===== config.mk =====
export PLATFORM = sky130hd
export DESIGN_NAME = alu_logic_unit
export DESIGN_NICKNAME = d
export VERILOG_FILES = /design/src/rtl/alu_logic_pkg.sv /design/src/rtl/alu_pipe_slice.sv /design/src/rtl/alu_logic_unit.sv
export SDC_FILE = /design/constraint.sdc
export NUM_CORES = 1
export LEC_CHECK = 0
export ABC_AREA = 1
export CAP_MARGIN = 5
export CORE_UTILIZATION = 40
export DETAILED_ROUTE_END_ITERATION = 6
export HOLD_SLACK_MARGIN = 0.1
export PLACE_DENSITY_LB_ADDON = 0.12
export SETUP_SLACK_MARGIN = 0.15
export SLEW_MARGIN = 10
export SYNTH_ARGS = -nofsm -noshare
export SYNTH_HDL_FRONTEND = slang
export SYNTH_HIERARCHICAL = 1
export SYNTH_SLANG_ARGS = --single-unit

===== constraint.sdc =====
create_clock -name clk -period 5.75 [get_ports clk]
set_clock_uncertainty 0.05 [all_clocks]
set_input_delay 0.575 -clock clk [delete_from_list [all_inputs] [get_ports clk]]
set_output_delay 0.575 -clock clk [all_outputs]
set_load 0.005 [all_outputs]

===== src/rtl/alu_logic_pkg.sv =====
// Shared opcode encodings and result-payload layout for the pipelined logical ALU.
package alu_logic_pkg;

   localparam logic [3:0] OP_ROL  = 4'b0100;
   localparam logic [3:0] OP_ROR  = 4'b0101;
   localparam logic [3:0] OP_SHL  = 4'b0110;
   localparam logic [3:0] OP_SHR  = 4'b0111;
   localparam logic [3:0] OP_AND  = 4'b1000;
   localparam logic [3:0] OP_OR   = 4'b1001;
   localparam logic [3:0] OP_NAND = 4'b1010;
   localparam logic [3:0] OP_NOR  = 4'b1011;
   localparam logic [3:0] OP_NOT  = 4'b1100;
   localparam logic [3:0] OP_XOR  = 4'b1101;
   localparam logic [3:0] OP_XNOR = 4'b1110;
   localparam logic [3:0] OP_ANDN = 4'b1111;

   // Flags travel below the result in every pipeline payload: {result, flags_t}.
   typedef struct packed {
      logic zero;
      logic parity;
      logic illegal;
   } flags_t;

   localparam int unsigned FLAG_W = $bits(flags_t);

   function automatic int unsigned payload_w(input int unsigned width);
      return width + FLAG_W;
   endfunction

   // Supported set is 01xx (shift/rotate) and 1xxx (bitwise).
   function automatic logic is_legal(input logic [3:0] op);
      return op[3] | (op[3:2] == 2'b01);
   endfunction

endpackage


===== src/rtl/alu_pipe_slice.sv =====
// One valid/ready register slice; loads when empty or when its content drains this cycle.
module alu_pipe_slice #(
   parameter int unsigned W = 8
) (
   input  logic         clk,
   input  logic         rst,
   input  logic         up_valid,
   input  logic [W-1:0] up_data,
   output logic         dn_valid,
   input  logic         dn_ready,
   output logic [W-1:0] dn_data
);

   logic open_c;
   logic load_c;

   assign open_c = !dn_valid || dn_ready;
   assign load_c = up_valid && open_c;

   // Data only changes on a real transfer, so an empty slice keeps its last payload.
   always_ff @(posedge clk) begin
      if (rst) begin
         dn_valid <= 1'b0;
         dn_data  <= '0;
      end else begin
         if (open_c) begin
            dn_valid <= up_valid;
         end
         if (load_c) begin
            dn_data <= up_data;
         end
      end
   end

endmodule


===== src/rtl/alu_logic_unit.sv =====
// Pipelined bitwise/shift/rotate ALU with zero, parity and illegal-opcode flags.
module alu_logic_unit
   import alu_logic_pkg::*;
#(
   parameter int unsigned WIDTH  = 16,
   parameter int unsigned STAGES = 2
) (
   input  logic             clk,
   input  logic             rst,
   input  logic             in_valid,
   output logic             in_ready,
   input  logic [3:0]       opcode,
   input  logic [WIDTH-1:0] a,
   input  logic [WIDTH-1:0] b,
   output logic             out_valid,
   input  logic             out_ready,
   output logic [WIDTH-1:0] result,
   output logic             zero,
   output logic             parity,
   output logic             illegal
);

   localparam int unsigned SH_W = $clog2(WIDTH);
   localparam int unsigned PW   = payload_w(WIDTH);

   logic [SH_W-1:0]    sh;
   logic [2*WIDTH-1:0] rol_ext;
   logic [2*WIDTH-1:0] ror_ext;
   logic [WIDTH-1:0]   res_c;
   flags_t             flags_c;

   logic [STAGES:0]    v;
   logic [STAGES:0]    rdy_c;
   logic [PW-1:0]      d [STAGES+1];

   assign sh = b[SH_W-1:0];

   // Rotates use a doubled operand so sh == 0 needs no special case.
   always_comb begin
      rol_ext = {a, a} << sh;
      ror_ext = {a, a} >> sh;
      res_c   = '0;
      case (opcode)
         OP_AND:  res_c = a & b;
         OP_OR:   res_c = a | b;
         OP_NAND: res_c = ~(a & b);
         OP_NOR:  res_c = ~(a | b);
         OP_NOT:  res_c = ~a;
         OP_XOR:  res_c = a ^ b;
         OP_XNOR: res_c = ~(a ^ b);
         OP_ANDN: res_c = a & ~b;
         OP_ROL:  res_c = rol_ext[2*WIDTH-1:WIDTH];
         OP_ROR:  res_c = ror_ext[WIDTH-1:0];
         OP_SHL:  res_c = a << sh;
         OP_SHR:  res_c = a >> sh;
         default: res_c = '0;
      endcase
   end

   always_comb begin
      flags_c         = '0;
      flags_c.zero    = ~|res_c;
      flags_c.parity  = ^res_c;
      flags_c.illegal = !is_legal(opcode);
   end

   // Ready ripples back from the consumer: a slice is open when empty or draining.
   always_comb begin
      rdy_c         = '0;
      rdy_c[STAGES] = out_ready;
      for (int k = int'(STAGES) - 1; k >= 0; k--) begin
         rdy_c[k] = !v[k+1] || rdy_c[k+1];
      end
   end

   assign v[0]     = in_valid;
   assign d[0]     = {res_c, flags_c};
   assign in_ready = rdy_c[0];

   genvar k;
   generate
      for (k = 0; k < STAGES; k++) begin : g_stage
         alu_pipe_slice #(
            .W(PW)
         ) u_slice (
            .clk      (clk),
            .rst      (rst),
            .up_valid (v[k]),
            .up_data  (d[k]),
            .dn_valid (v[k+1]),
            .dn_ready (rdy_c[k+1]),
            .dn_data  (d[k+1])
         );
      end
   endgenerate

   assign out_valid                         = v[STAGES];
   assign {result, zero, parity, illegal}   = d[STAGES];

endmodule


==> results.yml <==
status:
  outcome: "finished clean"
cells_and_area:
  drive_gt1_share_pct: 2.66
  fin_cells: 1230
  final_area_mm2: 0.00637
  nFillCells: 1487
  nNetsFinal: 1149
  area_growth_pct: 13.5
  antenna_cells: 0
floorplan:
  row_count: 42
  die_w_um: 120
  start_util_pct: 41.7
  core_mm2: 0.0135
  ioPinCount: 61
  die_height_um: 120
  die_area_mm2: 0.0145
synthesis:
  synth-edff-count: 0
  synthesis.nets: 1123
  yosysSeqAreaShare_pct: 14.3
  yosysMostFrequentCell: "nand2_1"
  ys_seq_elements: 40
  synth_top_cell_by_area: "nand2_1"
  synth_area_mm2: 0.00561
  yosysTopAreaCellShare_pct: 21.7
  synthArstFlopShare_pct: 0
  synth_warnings: 6
  avgSynthCellArea_um2: 5.46
  synth_area_leaders: "nand2_1 (22%), nand3_1 (16%), dfxtp_1 (14%)"
  syn_inst: 1027
  synth_ff_type: "dfxtp_1"
  synth_cell_types: 35
  yosys-top-cells-count: "nand2_1 (325), nand3_1 (176), nor2_1 (118), inv_1 (115), ha_1 (56)"
clock_tree:
  cts_buffer_depth: 2
  path_clk_slew_ps: 60
  cts_root_buf: "clkbuf_16"
  clock_latency_ps: 280
  cts_tree: "done"
  cts_hold_buffers: 0
  numCtsBuffers: 5
  post_cts_buffers: 0
  cts.repair.resized: 0
  clock-sinks: 40
  h-tree-depth: 2
detailed_routing:
  drtAntennaViolNets: 0
  drt-pass1-iter-count: 5
  routed_via_density: 5.21
  drc_errors: 0
  vias: 6414
  routed_wl_um: 18200
  drt_iter0_drc: 600
  drt-wirelength-per-cell_um: 14.8
sta:
  setup_viol: 0
  finalCritPeriodShare_pct: 68.1
  fmax_mhz: 255
  worstMarginPinSlew_ps: 901
  worst_slack_ps: 1830
  period_minus_slack_ps: 3920
  rsz0062_at_grt: "false"
  finalSetupTns_ps: 0
  drv_slew: 0
  relSlewSlack_pct: 39.9
  finalHoldViolCount: 0
grt:
  first_global_vias: 6054
  grtUsageMet1_pct: 35.7
  grt_usage_pct: 26.3
  use_met3_pct: 5.85
  grt_max_degree: 41
  grt_antenna_before_repair: 0
  grt-ovfl-total: 0
  grt-busiest-layer: "met2"
  grtUsageMet2_pct: 41.7
  grt_pass1_wl_um: 30200
worst_setup_path:
  cp_common_cell: "nor2_1"
  critPathCaptureType: "flip-flop"
  cp.arrival_ps: 4080
  critPathLaunchType: "primary input"
  path_max_fanout: 23
  cp_data_required_time_ps: 5920
  crit_chain: "clkdlybuf4s50_1 -> clkinv_1 -> buf_4 -> nand2_1 -> nor2_1 -> nand3_1 -> nand3_1 -> nor2_1 -> nand2_1 -> nor2_1 -> ha_1 -> xnor2_1 -> xnor2_1 -> xnor2_1 -> inv_1 -> nand3_1 -> nand2_1 -> nor2_1"
  critical_path_class: "primary input to flip-flop"
  slowest_delay_ps: 1050
  cp_slowest_cell: "clkdlybuf4s50_1"
run:
  maxCapViolations: 0
power:
  cellPowerDensity_mw_per_mm2: 174
  p_leak_nw: 3.30
  finalPower_mw: 1.11
  ir_drop_mv: 0.116
place:
  dp_slack_ps: 1620
  portBuffers: 60
  place_inst: 1222
  gp_congestion: 0.946
  dpl.hpwl_um: 14100
  place_area_mm2: 0.00620
worst_hold_path:
  hp-class: "flip-flop to flip-flop"
[metal layers]
layer,wire [um],up-vias
met5,0,-
met4,439,0
met3,1370,28
met2,7800,205
met1,8620,2851
li1,-,3330
[logic make-up (layout without fill, tap and decap cells)]
group,after synthesis,after routing,share of synthesized area [%]
compound gates,107,107,10.1
xor+xnor,7,7,1.09
fa+ha+maj,56,56,12.5
buf+inv,169,196,13.3
flops,40,40,14.3
mux,1,1,0.178
simple gates,647,647,48.6
[state kept, by name (all words and copies together), names as in the netlist]
signal	count
g_stage.u_slice/dn_data	38
g_stage.u_slice/dn_valid	2
[worst paths after layout]
check / start / endpoint / slack (ps) / cells past startpoint
worst max-delay path: b[3] / g_stage[0].u_slice/dn_data[1] / 1830 / 18
worst min-delay path: g_stage[1].u_slice/dn_data[18] / g_stage[1].u_slice/dn_data[18] / 430 / 2
worst max register to register: g_stage[0].u_slice/dn_valid / g_stage[0].u_slice/dn_data[15] / 3810 / 4
worst min register to register: g_stage[1].u_slice/dn_data[18] / g_stage[1].u_slice/dn_data[18] / 430 / 2
[report_power, final]
part           total (mW)  switching [mW]  leakage (nW)  internal, mW
sequential          0.316          0.0138         0.331         0.302
combinational       0.472           0.284          2.89         0.188
clock               0.318           0.112        0.0804         0.206
[cells in the final DEF (no fill, tap or decap), types with 5 or more instances in the layout]
| master | count |
|---|---|
| o21ai_0 | 39 |
| clkdlybuf4s50_1 | 60 |
| nand2_1 | 325 |
| dfxtp_1 | 40 |
| nand3_1 | 176 |
| a21oi_1 | 51 |
| inv_1 | 115 |
| nor2_1 | 118 |
| ha_1 | 56 |
| clkbuf_16 | 5 |
| o22ai_1 | 7 |
| xnor2_1 | 6 |
| nand4_1 | 11 |
| buf_4 | 7 |
[worst max-delay path: cells and delay by family]
kind / cells / cell delay (ps)
buffers and inverters: 4 / 1910
adders and majority gates: 1 / 250
xor gates and xnor gates: 3 / 460
and+or+nand+nor: 10 / 870
[stage by stage]
| step | utilization, % | hold WS, ps |
|---|---|---|
| 2_1_floorplan | - | 402 |
| 3_3_place_gp | 46.1 | 408 |
| 3_5_place_dp | 46.1 | 419 |
| 4_1_cts | 47.3 | 434 |
| 5_1_grt | 47.3 | 455 |
| 6_report | 47.3 | 428 |
[final cells by class]
type,count,area [um^2],area share (%)
clock buffers,5,125,1.96
clock inverters,3,46.3,0.727
inverters,121,457,7.17
multi-input cells,818,4070,63.9
flip-flops and latches,40,801,12.6
well taps,176,220,3.46
repair buffers,67,653,10.3
No activity file was read; power rests on OpenSTA's default activity.
